**config.mk**
```make
export PLATFORM = sky130hd
export DESIGN_NAME = bus_rr_arbiter
export DESIGN_NICKNAME = d
export VERILOG_FILES = /design/src/rtl/bus_rr_arbiter.sv
export SDC_FILE = /design/constraint.sdc
export NUM_CORES = 1
export LEC_CHECK = 0
export ABC_AREA = 1
export BUFFER_PORTS_ARGS = -buffer_cell sky130_fd_sc_hd__buf_2
export CORE_AREA = 2 2 166 168
export CTS_CLUSTER_DIAMETER = 30
export DETAILED_ROUTE_END_ITERATION = 6
export DIE_AREA = 0 0 168 170
export HOLD_SLACK_MARGIN = 0.08
export PLACE_DENSITY_LB_ADDON = 0.08
export RECOVER_POWER = 100
export SYNTH_ARGS = -nofsm -noshare
export SYNTH_HDL_FRONTEND = slang
export SYNTH_SLANG_ARGS = --single-unit
```
**constraint.sdc**
```tcl
create_clock -name clk_i -period 2.9 [get_ports clk_i]
set_clock_uncertainty 0.2 [all_clocks]
set_input_delay 0.58 -clock clk_i [delete_from_list [all_inputs] [get_ports clk_i]]
set_output_delay 0.58 -clock clk_i [all_outputs]
set_load 0.01 [all_outputs]
```
**src/rtl/bus_rr_arbiter.sv**
```systemverilog
// Round-robin arbiter that connects NrHosts requesters to one shared device.
// Only one transaction can be outstanding at a time. The grant is combinational
// in IDLE. The response is steered back to the granted owner. A silent device
// is timed out with an error response.
module bus_rr_arbiter #(
    parameter int NrHosts       = 3,
    parameter int DataWidth     = 32,
    parameter int AddressWidth  = 32,
    parameter int TimeoutCycles = 16
) (
    input  logic                      clk_i,
    input  logic                      rst_ni,
    input  logic                      host_req_i    [NrHosts],
    output logic                      host_gnt_o    [NrHosts],
    input  logic [AddressWidth-1:0]   host_addr_i   [NrHosts],
    input  logic                      host_we_i     [NrHosts],
    input  logic [DataWidth/8-1:0]    host_be_i     [NrHosts],
    input  logic [DataWidth-1:0]      host_wdata_i  [NrHosts],
    output logic                      host_rvalid_o [NrHosts],
    output logic [DataWidth-1:0]      host_rdata_o  [NrHosts],
    output logic                      host_err_o    [NrHosts],
    output logic                      dev_req_o,
    output logic [AddressWidth-1:0]   dev_addr_o,
    output logic                      dev_we_o,
    output logic [DataWidth/8-1:0]    dev_be_o,
    output logic [DataWidth-1:0]      dev_wdata_o,
    input  logic                      dev_rvalid_i,
    input  logic [DataWidth-1:0]      dev_rdata_i,
    input  logic                      dev_err_i
);

    localparam int IdxW = $clog2(NrHosts);
    localparam int CntW = $clog2(TimeoutCycles);

    typedef enum logic {IDLE, WAIT_RSP} state_e;

    state_e            state_q, state_d;
    logic [IdxW-1:0]   last_q, last_d;
    logic [IdxW-1:0]   owner_q, owner_d;
    logic [CntW-1:0]   cnt_q, cnt_d;

    logic              any_req;
    logic [IdxW-1:0]   winner;
    int                cand;
    logic              grant;
    logic              in_wait;
    logic              timeout;
    logic              rsp;

    // Pick the first requester found searching upward from the host after last_q.
    always_comb begin
        any_req = 1'b0;
        winner  = '0;
        cand    = 0;
        for (int k = 1; k <= NrHosts; k++) begin
            cand = (int'(last_q) + k) % NrHosts;
            if (!any_req && host_req_i[cand]) begin
                any_req = 1'b1;
                winner  = IdxW'(cand);
            end
        end
    end

    // All outputs are gated by rst_ni so that they read zero while reset is held.
    assign grant   = rst_ni && (state_q == IDLE) && any_req;
    assign in_wait = rst_ni && (state_q == WAIT_RSP);
    assign timeout = (cnt_q == CntW'(TimeoutCycles - 1));
    // A real response takes priority over a timeout in the same cycle.
    assign rsp     = in_wait && (dev_rvalid_i || timeout);

    assign dev_req_o   = grant;
    assign dev_addr_o  = grant ? host_addr_i[winner]  : '0;
    assign dev_we_o    = grant ? host_we_i[winner]    : 1'b0;
    assign dev_be_o    = grant ? host_be_i[winner]    : '0;
    assign dev_wdata_o = grant ? host_wdata_i[winner] : '0;

    for (genvar gi = 0; gi < NrHosts; gi++) begin : g_host
        logic sel;
        assign sel               = rsp && (owner_q == IdxW'(gi));
        assign host_gnt_o[gi]    = grant && (winner == IdxW'(gi));
        assign host_rvalid_o[gi] = sel;
        // When the timeout fires, rdata is zero and err is forced high.
        assign host_rdata_o[gi]  = (sel && dev_rvalid_i) ? dev_rdata_i : '0;
        assign host_err_o[gi]    = sel && (dev_rvalid_i ? dev_err_i : 1'b1);
    end

    // Next-state logic: grant in IDLE, then wait for a response or the timeout.
    always_comb begin
        state_d = state_q;
        last_d  = last_q;
        owner_d = owner_q;
        cnt_d   = cnt_q;
        case (state_q)
            IDLE: begin
                if (any_req) begin
                    last_d  = winner;
                    owner_d = winner;
                    cnt_d   = '0;
                    state_d = WAIT_RSP;
                end
            end
            WAIT_RSP: begin
                if (dev_rvalid_i || timeout) begin
                    state_d = IDLE;
                end else begin
                    cnt_d = cnt_q + 1'b1;
                end
            end
            default: state_d = IDLE;
        endcase
    end

    // State registers. Reset points last_q at the top host so that host 0 wins first.
    always_ff @(posedge clk_i or negedge rst_ni) begin
        if (!rst_ni) begin
            state_q <= IDLE;
            last_q  <= IdxW'(NrHosts - 1);
            owner_q <= '0;
            cnt_q   <= '0;
        end else begin
            state_q <= state_d;
            last_q  <= last_d;
            owner_q <= owner_d;
            cnt_q   <= cnt_d;
        end
    end

endmodule

```
==> summary.md, run 1 <==
| Metric | Value |
|---|---|
| Status | `complete, but fails checks` |
| Failing checks | `setup timing` |
| Clock Latency Late Sink | `0.23 ns` |
| Antenna viol nets, final | `0` |
| Root Buffer Master | `clkbuf_16` |
| HPWL after detailed placement | `18.1 mm` |
| Mapped Cells | `771` |
| Grt ovf | `0` |
| Area growth syn-to-layout | `133%` |
| Netlist cell types | `28` |
| DRC viols | `0` |
| Reg clk slew, reported paths | `0.04 ns` |
| Vias in the first global route | `5988` |
| Leakage power | `5.10 nW` |
| Max clock buf depth | `2` |
| Fin worst setup slack | `-0.298 ns` |
| Final hold vios | `0` |
| Normalized max-slew margin | `75.3%` |
| Starting Density | `12.9%` |
| Routed length per placed instance | `15.0 um` |
| First-pass GRT wire length | `33.1 mm` |
| Avg Inst Size Synth | `4.46 um2` |
| Final period util | `110%` |
| Top-level port count | `421` |
| Area leader, netlist | `nand2_1` |
| Vias | `6196` |
| Drt pass-1 iters | `4` |
| Net Count, Synth | `1022` |
| Total routed wirelength | `23.7 mm` |
| Pin count of the biggest net entering global routing | `36` |
| Max Cap Viol | `0` |
| CP Max Fanout | `8` |
| Startpoint types | `flip-flop` |
| Port buffer count | `420` |
| Total CTS buffers | `3` |
| Yosys warns | `0` |
| Power Dens Cells | `843 nW/um2` |
| Slew @ Worst Pin | `0.371 ns` |
| GP Congestion | `0.833` |
| Core Box Area | `26700 um2` |
| Dpl cells | `1545` |
| Overall Global Routing Usage | `14.8%` |
| Seq. cell area | `201 um2` |
| HP Class | `primary input to async pin` |
| Initial DRC Count | `204` |
| Die width | `168 um` |
| Critical path capture point type | `output port` |
| H-tree Lvls | `1` |
| Slew Limit Fails | `0` |
| Critical Path AT | `2.42 ns` |
| Layout fillers | `3094` |
| Netlist Area Pre-Place | `3440 um2` |
| RSZ-0062 raised after global routing | `true` |
| Layout cells sized above 1 | `50.1%` |
| Final non-filler cell total | `1585` |
| Top cell type's share of synthesized area | `26.2%` |
| Setup violators final | `74` |
| Clock sink count | `8` |
| CTS tree | `yes` |
| Power Total | `0.00675 W` |
| Critical Path RT | `2.12 ns` |
| # rows | `60` |
| Multi-input logic area | `2910 um2` |
| Post-layout min period | `3.20 ns` |
| Sequential share of the synthesized area | `5.86%` |
| DIE HEIGHT | `170 um` |
| Via-per-instance ratio | `3.91` |
| Flops & latches, synth | `8` |
| Top post-synthesis cells by area | `nand2_1 26%, nand3_1 22%, inv_1 20%` |
| Critical path class | `flip-flop to output port` |
| Initial antenna violation count | `8` |
| Final Net Count | `1491` |
| Max Fclk | `313 MHz` |
| Worst vdd ir | `0.481 mV` |
| Die Area | `28600 um2` |
[logic make-up after synthesis]
logic type	after synthesis	synth area share [%]
AOI/OAI and AO/OA	9	1.53
xor gates and xnor gates	1	0.255
buffers and inverters	234	27.4
DFF	8	5.86
adders and majority gates	5	1.82
and+or+nand+nor	513	62.8
muxes	1	0.291
[cell usage in the layout, fill, tap and decap left out, drive strengths merged]
cell type	count
nand4	2
nor4	3
inv	187
dlygate4sd3	1
ha	5
dfstp	1
dfrtp	7
nand2	243
a31oi	1
mux2i	1
a21boi	1
nor3	4
a21oi	2
o21ai	5
xor2	1
nand3	154
clkbuf	19
or2	1
nor2	105
buf	495
diode	5
and2	1
[layer usage]
metal / part of all wire [%] / track usage, %
met5: 0.16 / 0
met4: 0.74 / 2.95
met3: 5.7 / 2.74
met2: 54 / 28.8
met1: 39 / 16.6
[flip-flops by register name, indices dropped and copies added (netlist names)]
name and count:
cnt_q 4, last_q 2, owner_q 1, state_q 1
[worst max-delay path, cell delays in order, from the launching register on]
cell	delay [ns]
dfstp_2	0.56
ha_4	0.23
inv_4	0.09
nand3_2	0.10
nand2_4	0.10
nand4_1	0.14
buf_4	0.17
a21oi_4	0.18
buf_12	0.20
buf_4	0.14
nand2_1	0.05
nand2_2	0.08
buf_2	0.13
[power breakdown]
| group | switching (W) | total (W) | internal, W |
|---|---|---|---|
| sequential | 0.0000415 | 0.000197 | 0.000156 |
| combinational | 0.00335 | 0.00632 | 0.00297 |
| clock | 0.0000546 | 0.000238 | 0.000183 |
| total | 0.00344 | 0.00675 | 0.00331 |
[worst paths after layout]
| path | from | end | slack [ns] | depth (start not counted) |
|---|---|---|---|---|
| worst max-delay path | last_q[1]$_DFFE_PN1P_ | dev_addr_o[26] | -0.30 | 12 |
| worst min-delay path | rst_ni | state_q$_DFF_PN0_ | 0.23 | 2 |
| worst max register to register | last_q[1]$_DFFE_PN1P_ | cnt_q[2]$_DFFE_PN0P_ | 0.66 | 11 |
| worst min register to register | cnt_q[0]$_DFFE_PN0P_ | cnt_q[0]$_DFFE_PN0P_ | 0.31 | 1 |
| max in group asynchronous | rst_ni | cnt_q[2]$_DFFE_PN0P_ | 1.70 | 2 |
| min in group clk_i | cnt_q[0]$_DFFE_PN0P_ | cnt_q[0]$_DFFE_PN0P_ | 0.31 | 1 |
[layout make-up]
cell class / instances / area share [%]
Clock buffer: 4 / 0.984
Sequential cell: 8 / 2.51
Multi-Input combinational cell: 529 / 36.3
Timing Repair Buffer: 511 / 45.9
Tap cell: 341 / 5.33
Antenna cell: 5 / 0.156
Inverter: 187 / 8.83
[synthesized netlist by cell type]
master and instances:
a21oi_2 1, buf_1 2, nor2_1 103, and2_1 1, mux2i_1 1, nand2_1 240, dfstp_2 1, a21oi_1 1
nand4_1 2, nand3_2 1, ha_1 5, nand3_1 153, nor2_2 2, a21boi_0 1, buf_6 1, nand2_2 3
xor2_1 1, buf_4 5, dfrtp_1 7, a31oi_1 1, o21ai_0 5, or2_2 1, clkbuf_1 8, inv_2 1
buf_2 31, nor4_1 3, nor3_1 4, inv_1 186
[per-stage QoR]
stage | hold WS, ns | utilization (%) | setup WS (ns) | setup TNS, ns | area (um2)
2_1_floorplan | 0.0844 | - | 0.0899 | 0 | 3440
5_1_grt | 0.291 | 30.0 | -0.447 | -37.28 | 8010
6_report | 0.231 | 30.1 | -0.298 | -18.92 | 8010
3_3_place_gp | 0.209 | 24.0 | -0.211 | -10.84 | 6400
3_5_place_dp | 0.210 | 24.0 | -0.202 | -10.13 | 6400
4_1_cts | 0.107 | 27.5 | -0.342 | -20.98 | 7330
[timing repair]
action,4_1_cts,5_1_grt
endpoints found under the hold margin,3,0
endpoints found under the setup margin,151,168
setup buffers,12,5
hold buffers,1,0
gates resized for setup,133,112
gates cloned,6,8
pin swaps,42,15
Note: power is estimated with default switching activity, not from simulation.
==> run 2, diff against run 1 <==
Settings changed: CORE_AREA 2 2 166 168 to 2 2 163 165, DIE_AREA 0 0 168 170 to 0 0 165 167, RECOVER_POWER 100 to 25.
==> summary.md, run 2 (synthesized netlist as in run 1, its figures left out) <==
| Metric | Value |
|---|---|
| First-pass GRT wire length | `31.9 mm` |
| DRC viols | `0` |
| Vias | `6137` |
| CTS tree | `yes` |
| Leakage power | `5.16 nW` |
| Routed length per placed instance | `14.3 um` |
| Initial antenna violation count | `7` |
| Seq pwr share | `2.8%` |
| Final period util | `112%` |
| Core Box Area | `25800 um2` |
| Area growth syn-to-layout | `126%` |
| Worst hold start | `cnt_q[0]$_DFFE_PN0P_` |
| Crit path top cell by count | `nor2_4` |
| Max stage delay on crit path | `0.58 ns` |
| Clock power share | `3.4%` |
| Clock Latency Late Sink | `0.23 ns` |
| FF-to-FF Start | `last_q[1]$_DFFE_PN1P_` |
| Initial DRC Count | `269` |
| Post-layout min period | `3.23 ns` |
| Worst reg-to-reg setup slack | `0.61 ns` |
| Antenna viol nets, final | `0` |
| Final Net Count | `1507` |
| Vias in the first global route | `5689` |
| Placement Cell Area | `6500 um2` |
| Commonest non-fill, non-tap cell in the layout | `buf_2` |
| Slew Limit Fails | `0` |
| Top-level port count | `421` |
| Final hold vios | `0` |
| Drt pass-1 iters | `4` |
| Slew @ Worst Pin | `0.355 ns` |
| Power Dens Cells | `916 nW/um2` |
| Reg clk slew, reported paths | `0.04 ns` |
| CP cell instances | `inv_4 > ha_4 > nor2_4 > nor2_4 > a21boi_4 > nand3_2 > nand2_4 > nor2_4 > buf_4 > buf_12 > buf_16 > buf_12 > nand3_1 > nand2_1 > buf_2` |
| Max clock buf depth | `2` |
| H-tree Lvls | `1` |
| Reg2Reg Capture Point | `cnt_q[3]$_DFFE_PN0P_` |
| Port buffer count | `420` |
| Critical Path RT | `2.12 ns` |
| Hold depth | `1` |
| HP Class | `flip-flop to flip-flop` |
| Critical path capture point type | `output port` |
| GP Congestion | `0.817` |
| Normalized max-slew margin | `76.3%` |
| Startpoint types | `flip-flop` |
| Critical Path AT | `2.45 ns` |
| Layout cells sized above 1 | `48.1%` |
| CP Max Fanout | `8` |
| Max Fclk | `309 MHz` |
| Via-per-instance ratio | `3.85` |
| Starting Density | `13.3%` |
| # rows | `59` |
| Switching share of power | `49.3%` |
| Status | `complete, but fails checks` |
| Total routed wirelength | `22.8 mm` |
| Total CTS buffers | `3` |
| Max reg flops | `4` |
| Slowest CP cell | `dfstp_2` |
| Max Cap Viol | `0` |
| GRT met1 Usage | `17.3%` |
| Grt peak-use layer | `met2` |
| Root Buffer Master | `clkbuf_16` |
| Critical path class | `flip-flop to output port` |
| Worst vdd ir | `0.320 mV` |
| Sw power | `0.00351 W` |
| RSZ-0062 raised after global routing | `true` |
| Setup violators final | `72` |
| HPWL after detailed placement | `17.4 mm` |
| Overall Global Routing Usage | `14.7%` |
| DIE HEIGHT | `167 um` |
| Largest registers | `cnt_q: 4 flops, last_q: 2 flops` |
| Grt ovf | `0` |
| Clock sink count | `8` |
| Met2 usage in global routing | `27.7%` |
| Met3 GRT Util | `2.54%` |
| Most frequent cells in the layout | `403 x buf_2, 223 x nand2_1, 183 x inv_1` |
| Comb pwr share | `93.8%` |
| Die Area | `27600 um2` |
| Setup TNS | `-19.57 ns` |
| Final instance area | `7770 um2` |
| Most flop-heavy register | `cnt_q` |
| Fin worst setup slack | `-0.334 ns` |
| Internal Power | `0.00361 W` |
| Failing checks | `setup timing` |
| Hold EP | `cnt_q[0]$_DFFE_PN0P_` |
| Reg2reg path depth | `11` |
| Die width | `165 um` |
| Pin count of the biggest net entering global routing | `33` |
-- run 2: cell count changes in the layout (fill, tap and decap cells not counted), sizes merged --
cell	change
buf	+20
clkbuf	-4
diode	+1
-- run 2: worst max-delay path: cells and delay by family, from the launching register on --
family | cells | cell delay, ns
AND/OR/NAND/NOR | 7 | 0.57
buffers and inverters | 6 | 0.71
adder cells (fa/ha/maj) | 1 | 0.18
AO/OA/AOI/OAI | 1 | 0.17
flip-flops | 1 | 0.58
-- run 2: how the worst max path moves through the flow --
stage,start,to,slack [ns],cells after the start
CTS,last_q[1]$_DFFE_PN1P_,dev_wdata_o[14],-0.33,14
finish,last_q[1]$_DFFE_PN1P_,dev_wdata_o[14],-0.33,15
global placement,last_q[1]$_DFFE_PN1P_,dev_wdata_o[22],-0.24,13
floorplan,last_q[0]$_DFFE_PN0P_,dev_wdata_o[21],0.09,14
global route,last_q[1]$_DFFE_PN1P_,dev_addr_o[10],-0.47,13
detailed placement,last_q[1]$_DFFE_PN1P_,dev_wdata_o[22],-0.24,13
-- run 2: routing by layer --
layer  wire length [um]  part of all wire [%]
met1               9260                    41
met2              11900                    52
met3               1390                   6.1
met4                221                  0.97
met5                 12                 0.053
-- run 2: power by group through the flow --
stage / Sequential, W / Combinational, W / Clock (W)
floorplan: 0.000189 / 0.00239 / 0
global placement: 0.000191 / 0.00481 / 0
detailed placement: 0.000190 / 0.00475 / 0
CTS: 0.000195 / 0.00561 / 0.000242
global route: 0.000209 / 0.00730 / 0.000249
finish: 0.000201 / 0.00668 / 0.000239
-- run 2: through the flow --
| step | utilization, % | cells | setup WS, ns | hold slack, ns | power, W |
|---|---|---|---|---|---|
| after floorplan | - | 771 | 0.0899 | 0.0844 | 0.00258 |
| after global placement | 25.2 | 1550 | -0.244 | 0.222 | 0.00500 |
| after detailed placement | 25.2 | 1550 | -0.239 | 0.220 | 0.00494 |
| after CTS | 27.5 | 1566 | -0.330 | 0.138 | 0.00604 |
| after global routing | 30.2 | 1594 | -0.471 | 0.309 | 0.00776 |
| final | 30.2 | 1596 | -0.334 | 0.305 | 0.00712 |
-- run 2: final cells by class --
type | instances | area, um2
Fill cell | 2999 | 18000
Timing Repair Buffer | 527 | 3630
Multi-Input combinational cell | 529 | 2720
Inverter | 187 | 712
Tap cell | 335 | 419
Sequential cell | 8 | 201
Clock buffer | 4 | 78.8
Antenna cell | 6 | 15.0
-- run 2: what timing repair did --
action	4_1_cts	5_1_grt
cloned	5	10
setup buffers	6	14
endpoints found under the hold margin	3	0
resized for setup	66	75
pin swaps	21	20
hold buffers	1	0
endpoints found under the setup margin	143	163
